--- src/rtl/uart_pkg.sv ---
// Shared types and line levels for the FIFO-fed UART transmitter.
// Optional even-parity bit is enabled by defining UART_TX_PARITY_EN.
package uart_pkg;

   typedef enum logic [2:0] {
      IDLE,
      WAIT,
      START,
      DATA,
      PARITY,
      STOP
   } tx_state_t;

   localparam logic TX_IDLE_LEVEL = 1'b1;
   localparam logic START_LEVEL   = 1'b0;
   localparam logic STOP_LEVEL    = 1'b1;

endpackage

--- src/rtl/uart_baud_tick.sv ---
// Bit-period counter: counts 0..CLKS_PER_BIT-1 and pulses bit_done_o on the last cycle of each bit.
// Held at zero while clear_i is high so every frame starts on a fresh bit boundary.
module uart_baud_tick #(
   parameter int CLKS_PER_BIT = 16
) (
   input  logic clk,
   input  logic rst,
   input  logic clear_i,
   output logic bit_done_o
);

   localparam int CNT_W = (CLKS_PER_BIT > 1) ? $clog2(CLKS_PER_BIT) : 1;
   localparam logic [CNT_W-1:0] LAST_COUNT = CNT_W'(CLKS_PER_BIT - 1);

   logic [CNT_W-1:0] count_q;
   logic [CNT_W-1:0] count_d;

   always_comb begin
      bit_done_o = !clear_i && (count_q == LAST_COUNT);
      count_d    = (clear_i || bit_done_o) ? '0 : count_q + 1'b1;
   end

   always_ff @(posedge clk) begin
      if (rst) count_q <= '0;
      else     count_q <= count_d;
   end

endmodule

--- src/rtl/fifo_uart_tx.sv ---
// Drains a registered-output FIFO one byte at a time and sends each byte as a UART frame on tx_o.
// Define UART_TX_PARITY_EN to insert an even-parity bit between the data bits and the stop bit(s).
module fifo_uart_tx
   import uart_pkg::*;
#(
   parameter int CLKS_PER_BIT = 16,
   parameter int DATA_W       = 8,
   parameter int STOP_BITS    = 1
) (
   input  logic              clk,
   input  logic              rst,
   input  logic              enable_i,
   input  logic              fifo_empty_i,
   input  logic [DATA_W-1:0] fifo_data_i,
   output logic              fifo_rd_en_o,
   output logic              tx_o,
   output logic              busy_o
);

   localparam int IDX_W = $clog2(DATA_W + 1);

   tx_state_t         state_q;
   logic [DATA_W-1:0] shiftReg_q;
   logic [IDX_W-1:0]  bitIdx_q;
   logic              tx_q;
   logic              bitDone;
   logic              baudClear;
`ifdef UART_TX_PARITY_EN
   logic              parity_q;
`endif

   // WAIT is the FIFO read-latency slot, so the baud counter must not run before START.
   assign baudClear    = (state_q == IDLE) || (state_q == WAIT);
   assign fifo_rd_en_o = !rst && (state_q == IDLE) && enable_i && !fifo_empty_i;
   assign tx_o         = tx_q;
   assign busy_o       = (state_q != IDLE);

   uart_baud_tick #(
      .CLKS_PER_BIT(CLKS_PER_BIT)
   ) u_baud (
      .clk       (clk),
      .rst       (rst),
      .clear_i   (baudClear),
      .bit_done_o(bitDone)
   );

   // tx_q is loaded with the level of the state being entered, keeping the pin purely registered.
   always_ff @(posedge clk) begin
      if (rst) begin
         state_q    <= IDLE;
         shiftReg_q <= '0;
         bitIdx_q   <= '0;
         tx_q       <= TX_IDLE_LEVEL;
`ifdef UART_TX_PARITY_EN
         parity_q   <= 1'b0;
`endif
      end else begin
         case (state_q)
            IDLE: begin
               tx_q <= TX_IDLE_LEVEL;
               if (fifo_rd_en_o) state_q <= WAIT;
            end
            WAIT: begin
               shiftReg_q <= fifo_data_i;
`ifdef UART_TX_PARITY_EN
               parity_q   <= ^fifo_data_i;
`endif
               bitIdx_q   <= '0;
               tx_q       <= START_LEVEL;
               state_q    <= START;
            end
            START: begin
               if (bitDone) begin
                  tx_q    <= shiftReg_q[0];
                  state_q <= DATA;
               end
            end
            DATA: begin
               if (bitDone) begin
                  shiftReg_q <= shiftReg_q >> 1;
                  if (bitIdx_q == IDX_W'(DATA_W - 1)) begin
                     bitIdx_q <= '0;
`ifdef UART_TX_PARITY_EN
                     tx_q     <= parity_q;
                     state_q  <= PARITY;
`else
                     tx_q     <= STOP_LEVEL;
                     state_q  <= STOP;
`endif
                  end else begin
                     bitIdx_q <= bitIdx_q + 1'b1;
                     tx_q     <= shiftReg_q[1];
                  end
               end
            end
`ifdef UART_TX_PARITY_EN
            PARITY: begin
               if (bitDone) begin
                  bitIdx_q <= '0;
                  tx_q     <= STOP_LEVEL;
                  state_q  <= STOP;
               end
            end
`endif
            STOP: begin
               if (bitDone) begin
                  if (bitIdx_q == IDX_W'(STOP_BITS - 1)) begin
                     bitIdx_q <= '0;
                     tx_q     <= TX_IDLE_LEVEL;
                     state_q  <= IDLE;
                  end else begin
                     bitIdx_q <= bitIdx_q + 1'b1;
                  end
               end
            end
            default: begin
               tx_q    <= TX_IDLE_LEVEL;
               state_q <= IDLE;
            end
         endcase
      end
   end

endmodule

--- config.mk ---
export PLATFORM = sky130hd
export DESIGN_NAME = fifo_uart_tx
export DESIGN_NICKNAME = d
export VERILOG_FILES = /design/src/rtl/uart_pkg.sv /design/src/rtl/uart_baud_tick.sv /design/src/rtl/fifo_uart_tx.sv
export SDC_FILE = /design/constraint.sdc
export NUM_CORES = 1
export LEC_CHECK = 0
export CAP_MARGIN = 20
export CORE_MARGIN = 4
export CORE_UTILIZATION = 57
export DETAILED_ROUTE_END_ITERATION = 12
export GPL_TIMING_DRIVEN = 0
export PLACE_DENSITY = 0.79
export SLEW_MARGIN = 20
export SYNTH_ARGS = -nofsm -noshare
export SYNTH_HDL_FRONTEND = slang
export SYNTH_SLANG_ARGS = --single-unit
export TNS_END_PERCENT = 100
--- constraint.sdc ---
create_clock -name clk -period 2.94 [get_ports clk]
set_input_delay 0.294 -clock clk [delete_from_list [all_inputs] [get_ports clk]]
set_output_delay 0.294 -clock clk [all_outputs]
set_load 0.05 [all_outputs]
==> impl_metrics.yaml, run 1 <==
setup_path:
  crit_path_cell_trace: "buf_4 > clkbuf_1 > nor4_1 > clkdlybuf4s50_1"
  cp.buffers_inverters: 3
  critical_path_arrival_ns: 2.21
  cp.required_ns: 2.65
  cp_max_fo: 10
  critPathMaxStageDelay_ns: 0.85
  setup.worst_path.start: "state_q[1]"
  origin_of_the_critical_flop_to_flop_path: "bitIdx_q[0]"
  timing.setup.critical_path_class: "register to primary output"
  cp_slowest_cell: "sky130_fd_sc_hd__clkdlybuf4s50_1"
  startpoint_type: "register"
  critical-path-top-delay-family: "buffers and inverters"
  cp-end-kind: "primary output"
finish:
  fillerInstances: 139
  syn2layout_area_growth_pct: 18.59
  most-common-layout-cells: "sky130_fd_sc_hd__dfxtp_1 (20), sky130_fd_sc_hd__nor2_1 (16), sky130_fd_sc_hd__clkdlybuf4s50_1 (14)"
  fin_nets: 168
  n_antenna_cell: 0
  most_common_library_cell_in_the_layout_ignoring_fill_and_taps: "sky130_fd_sc_hd__dfxtp_1"
  final_area_um2: 1325
  final_layout_size_suffix_gt1_share_pct: 9.868
drt:
  detail_route.wl_per_cell_um: 14.73
  detail_route.iter0.violations: 28
  finalWirelength_um: 2608
  drtPass1Iterations: 4
  via_per_inst: 5.955
  drt.antenna.violating_nets: 0
  route.vias.total: 1054
  route.detailed.drc: 0
floorplanning:
  die_w_um: 52.28
  floorplan.die.height_um: 52.28
  boundary_pin_count: 15
  core_area_um2: 1783
  initial_core_util_pct: 62.67
  fp.dieArea_um2: 2733
  placementRows: 15
sta:
  layout_worst_path_cycle_share_pct: 85.15
  hold_viol_final: 0
  setup_repair_after_global_routing_missed_its_margin: "false"
  period_minus_slack_ns: 2.503
  final.setup.tns_ns: 0
  report.final.slew_viol_count: 0
  timing.clock.skew_ns: 0.002496
  measured_slew_at_the_worst_slew_check_pin_ns: 0.5209
  finalSetupViolCount: 0
  slew_headroom_pct: 65.27
  maxClockFrequency_mhz: 399.5
  layout_setup_ws_ns: 0.4367
pwr:
  power.leakage_uw: 0.0005525
  cellPowerDensity_nw_per_um2: 469.0
  ir_worst_vdd_mv: 0.3497
yosys:
  yosys_warnings: 0
  postSynthRegisterBits: 20
  avgSynthCellArea_um2: 8.338
  syn-cell-area_um2: 1117
  synthesis.instances: 134
  ys_seq_area_share_pct: 35.83
  synthDistinctLibCells: 40
  ys_dominant_reg_cell: "sky130_fd_sc_hd__dfxtp_1"
  asyncSetResetFlopFracSynth_pct: 0
  number_of_enable_flip_flop_cells_after_synthesis: 0
  synth_fp_nets: 149
clock_tree:
  cts.path.max_buffers: 2
  cts_repair_resized_insts: 0
  htree_levels: 1
  cts_hold_buf: 0
  cts.sinks: 20
  ctsRootBufferMaster: "sky130_fd_sc_hd__clkbuf_4"
  clock_insertion_delay_worst_skew_ns: 0.30
  tritoncts_clock_tree: "built"
  postCtsSetupBuffers: 0
  cts_buffers: 3
  clock_transition_time_at_the_flip_flop_clock_pins_of_the_worst_setup_and_hold_paths_ns: 0.11
placement:
  port_buffers: 14
  globalplace.congestion: 0.8633
  placement.cell_area_um2: 1289
  detailedPlace.worstSlack_ns: 0.5531
  hpwl_um: 1885
global_routing:
  first_global_vias: 1004
  globalRouteTotalUtil_pct: 20.96
  grt_overflow_total: 0
  first_pass_grt_wire_length_um: 4319
  number_of_antenna_violations_at_the_first_check_in_global_routing: 0
  largest_net_degree_at_the_start_of_global_routing: 12
outcome:
  run_status: "finished clean"
min_path:
  min-delay-start: "u_baud.count_q[0]"
  min_path_type: "register to register"
run:
  cap_violations: 0
[cell type report]
class | count | area [µm²] | area share [%]
multi-input cells | 98 | 633.1 | 47.78
flip-flops and latches | 20 | 400.4 | 30.22
repair buffers | 14 | 140.1 | 10.58
plain buffers | 8 | 53.80 | 4.060
clock buffers | 4 | 36.28 | 2.738
well taps | 25 | 31.28 | 2.361
inverters | 8 | 30.03 | 2.266
[through the flow]
stage	hold WS [ns]	util [%]	instances	total power, µW
2_1_floorplan	0.4176	-	134	417.4
3_5_place_dp	0.4383	72.28	173	466.3
6_report	0.4685	74.32	177	621.4
4_1_cts	0.4623	74.32	177	623.2
5_1_grt	0.4760	74.32	177	650.8
3_3_place_gp	0.4236	72.28	173	460.9
[synthesized netlist by cell type, types with 2 or more instances]
library cell / number / area, µm²
sky130_fd_sc_hd__a21o_1: 2 / 15.01
sky130_fd_sc_hd__a21oi_1: 8 / 40.04
sky130_fd_sc_hd__a21oi_2: 2 / 17.52
sky130_fd_sc_hd__a22oi_1: 2 / 15.01
sky130_fd_sc_hd__a311oi_1: 6 / 52.55
sky130_fd_sc_hd__buf_4: 2 / 15.01
sky130_fd_sc_hd__buf_6: 2 / 22.52
sky130_fd_sc_hd__clkbuf_1: 3 / 11.26
sky130_fd_sc_hd__dfxtp_1: 20 / 400.4
sky130_fd_sc_hd__ha_1: 3 / 37.54
sky130_fd_sc_hd__inv_1: 8 / 30.03
sky130_fd_sc_hd__nand2_1: 9 / 33.78
sky130_fd_sc_hd__nand2b_1: 3 / 18.77
sky130_fd_sc_hd__nand3_1: 12 / 60.06
sky130_fd_sc_hd__nand3b_4: 2 / 40.04
sky130_fd_sc_hd__nor2_1: 16 / 60.06
sky130_fd_sc_hd__nor3_1: 3 / 15.01
sky130_fd_sc_hd__nor4_1: 2 / 12.51
sky130_fd_sc_hd__o21ai_0: 4 / 20.02
sky130_fd_sc_hd__o21bai_1: 2 / 15.01
sky130_fd_sc_hd__or3_1: 4 / 25.02
[flip-flops by register name (all words and copies together), names as in the netlist]
signal,count
u_baud.count_q,4
bitIdx_q,4
state_q,3
tx_o,1
shiftReg_q,8
[routing by layer]
layer | up-vias | track usage, % | share of wire [%]
met5 | - | 0 | 0
met3 | 4 | 5.983 | 4.4
li1 | 521 | - | -
met1 | 501 | 27.05 | 48
met4 | 0 | 5.532 | 1.1
met2 | 28 | 34.10 | 46
[final timing paths]
kind | to | slack (ns) | cells after the start
setup / recovery | fifo_rd_en_o | 0.44 | 4
hold / removal | u_baud.count_q[0] | 0.47 | 1
setup reg to reg | state_q[0] | 1.21 | 6
hold reg to reg | u_baud.count_q[0] | 0.47 | 1
[where the power goes]
group	total [µW]	switching [µW]	internal (µW)
combinational	162	92.9	69.1
sequential	300	10.7	290
clock	159	83.5	75.5
total	621	187	434
[cells by family (layout without fill, tap and decap cells)]
family | Yosys count | after routing | share of synthesized area (%)
and+or+nand+nor | 57 | 57 | 28.00
buffers and inverters | 16 | 34 | 7.502
AOI/OAI and AO/OA | 34 | 34 | 21.95
xor gates and xnor gates | 2 | 2 | 1.568
DFF | 20 | 20 | 35.83
adders and majority gates | 4 | 4 | 4.256
muxes | 1 | 1 | 0.8959
No activity file was read; power rests on OpenSTA's default activity.
==> inputs of run 2 (changes only) <==
--- a/config.mk
+++ b/config.mk
@@ -7,10 +7,10 @@
 export LEC_CHECK = 0
 export CAP_MARGIN = 20
 export CORE_MARGIN = 4
-export CORE_UTILIZATION = 57
+export CORE_UTILIZATION = 35
 export DETAILED_ROUTE_END_ITERATION = 12
 export GPL_TIMING_DRIVEN = 0
-export PLACE_DENSITY = 0.79
+export PLACE_DENSITY = 0.52
 export SLEW_MARGIN = 20
 export SYNTH_ARGS = -nofsm -noshare
 export SYNTH_HDL_FRONTEND = slang
==> run 2 against run 1 <==
Setup slack worse by 0.049 ns. Clock skew is 0.0054 ns higher. Total power is 11% higher. Critical endpoint unchanged. Design area rose by 3.0%. Maximum frequency decreased by 1.9%. Routed wire length is 6.0% higher. Largest power group unchanged. Die area rose by 52%. Clock-buffer cell count fell by 1.
==> impl_metrics.yaml, run 2 (synthesis results as in run 1) <==
outcome:
  run_status: "finished clean"
pwr:
  cellPowerDensity_nw_per_um2: 507.4
  ir_worst_vdd_mv: 0.1820
  power.leakage_uw: 0.0005595
finish:
  final_layout_size_suffix_gt1_share_pct: 9.868
  syn2layout_area_growth_pct: 22.17
  most-common-layout-cells: "sky130_fd_sc_hd__dfxtp_1 (20), sky130_fd_sc_hd__nor2_1 (16), sky130_fd_sc_hd__clkdlybuf4s50_1 (14)"
  n_antenna_cell: 0
  final_area_um2: 1365
  most_common_library_cell_in_the_layout_ignoring_fill_and_taps: "sky130_fd_sc_hd__dfxtp_1"
  largest_register_ffs: 8
  reg.largest.list: "shiftReg_q: 8 flops, bitIdx_q: 4 flops, u_baud.count_q: 4 flops"
  fin_nets: 168
  top_register: "shiftReg_q"
clock_tree:
  cts_buffers: 3
  tritoncts_clock_tree: "built"
  cts_hold_buf: 0
  clock_transition_time_at_the_flip_flop_clock_pins_of_the_worst_setup_and_hold_paths_ns: 0.12
  cts_repair_resized_insts: 0
  postCtsSetupBuffers: 0
  cts.path.max_buffers: 2
  cts.sinks: 20
  clock_insertion_delay_worst_skew_ns: 0.31
  htree_levels: 1
  ctsRootBufferMaster: "sky130_fd_sc_hd__clkbuf_4"
floorplanning:
  core_area_um2: 3053
  boundary_pin_count: 15
  floorplan.die.height_um: 64.50
  placementRows: 20
  initial_core_util_pct: 36.60
  fp.dieArea_um2: 4160
  die_w_um: 64.50
setup_path:
  startpoint_type: "register"
  critPathMaxStageDelay_ns: 0.86
  cp.buffers_inverters: 3
  worstRegToRegCells: 6
  timing.rr.end: "state_q[0]"
  critical-path-top-delay-family: "buffers and inverters"
  cp_max_fo: 10
  critical_path_arrival_ns: 2.26
  crit_path_cell_trace: "buf_4 > clkbuf_1 > nor4_1 > clkdlybuf4s50_1"
  cp-end-kind: "primary output"
  timing.setup.critical_path_class: "register to primary output"
  cp.required_ns: 2.65
  r2r_slack_ns: 1.22
  cp_slowest_cell: "sky130_fd_sc_hd__clkdlybuf4s50_1"
  origin_of_the_critical_flop_to_flop_path: "bitIdx_q[0]"
sta:
  maxClockFrequency_mhz: 391.7
  setup_repair_after_global_routing_missed_its_margin: "false"
  report.final.slew_viol_count: 0
  timing.clock.skew_ns: 0.007858
  hold_viol_final: 0
  layout_worst_path_cycle_share_pct: 86.83
  slew_headroom_pct: 62.32
  finalSetupViolCount: 0
  final.setup.tns_ns: 0
  measured_slew_at_the_worst_slew_check_pin_ns: 0.5651
  period_minus_slack_ns: 2.553
drt:
  route.detailed.drc: 0
  drt.antenna.violating_nets: 0
  route.vias.total: 1015
  finalWirelength_um: 2764
  detail_route.wl_per_cell_um: 14.10
  detail_route.iter0.violations: 48
  drtPass1Iterations: 4
  via_per_inst: 5.179
global_routing:
  globalRouteTotalUtil_pct: 14.65
  largest_net_degree_at_the_start_of_global_routing: 13
  first_pass_grt_wire_length_um: 4761
  first_global_vias: 1000
  number_of_antenna_violations_at_the_first_check_in_global_routing: 0
  grt_overflow_total: 0
run:
  cap_violations: 0
placement:
  port_buffers: 14
  hpwl_um: 1984
  placement.cell_area_um2: 1313
  globalplace.congestion: 0.7830
min_path:
  holdPathEnd: "u_baud.count_q[0]"
  min-delay-start: "u_baud.count_q[0]"
  min_path_type: "register to register"
  timing.hold.worst_path_depth: 1
run 2: layout make-up:
class / count / area (µm²)
clock buffer: 3 / 22.52
sequential: 20 / 400.4
fill: 336 / 1688
inverter: 8 / 30.03
multi-input combinational: 98 / 633.1
clock inverter: 1 / 30.03
buffer: 8 / 53.80
tap: 44 / 55.05
timing repair buffer: 14 / 140.1
run 2: power breakdown:
part	internal [µW]	switching (µW)	total, µW
combinational	69.2	92.7	162
sequential	290	10.5	300
clock	138	92.8	231
run 2: worst max-delay path by stage:
stage	startpoint	end	slack [ns]	cells after the start
floorplan	state_q[1]	fifo_rd_en_o	0.46	3
global placement	rst	fifo_rd_en_o	0.56	4
detailed placement	rst	fifo_rd_en_o	0.54	4
CTS	state_q[1]	fifo_rd_en_o	0.40	4
global route	state_q[1]	fifo_rd_en_o	0.29	4
finish	state_q[1]	fifo_rd_en_o	0.39	4
run 2: layer usage:
metal  wire length, µm  up-vias  GRT usage (%)
met5                 0        -              0
met4                63        0          6.860
met3                77        6          2.080
met2              1203       18          21.65
met1              1420      473          20.82
li1                  -      518              -
run 2: per-stage QoR:
step,setup slack (ns),power [µW],util [%],instances,hold slack [ns]
2_1_floorplan,0.4627,417.4,-,134,0.4176
3_3_place_gp,0.5622,465.8,42.99,192,0.4288
3_5_place_dp,0.5395,467.5,42.99,192,0.4461
4_1_cts,0.4041,701.2,44.71,196,0.4659
5_1_grt,0.2895,729.5,44.71,196,0.4753
6_report,0.3872,692.7,44.71,196,0.4648
==> inputs of run 3 (changes only) <==
--- a/config.mk
+++ b/config.mk
@@ -8,6 +8,7 @@
 export CAP_MARGIN = 20
 export CORE_MARGIN = 4
 export CORE_UTILIZATION = 35
+export CTS_CLUSTER_DIAMETER = 30
 export DETAILED_ROUTE_END_ITERATION = 12
 export GPL_TIMING_DRIVEN = 0
 export PLACE_DENSITY = 0.52
@@ -15,4 +16,3 @@
 export SYNTH_ARGS = -nofsm -noshare
 export SYNTH_HDL_FRONTEND = slang
 export SYNTH_SLANG_ARGS = --single-unit
-export TNS_END_PERCENT = 100
==> results of run 3 <==
Final layout, timing and power as in run 2 (identical DEF).
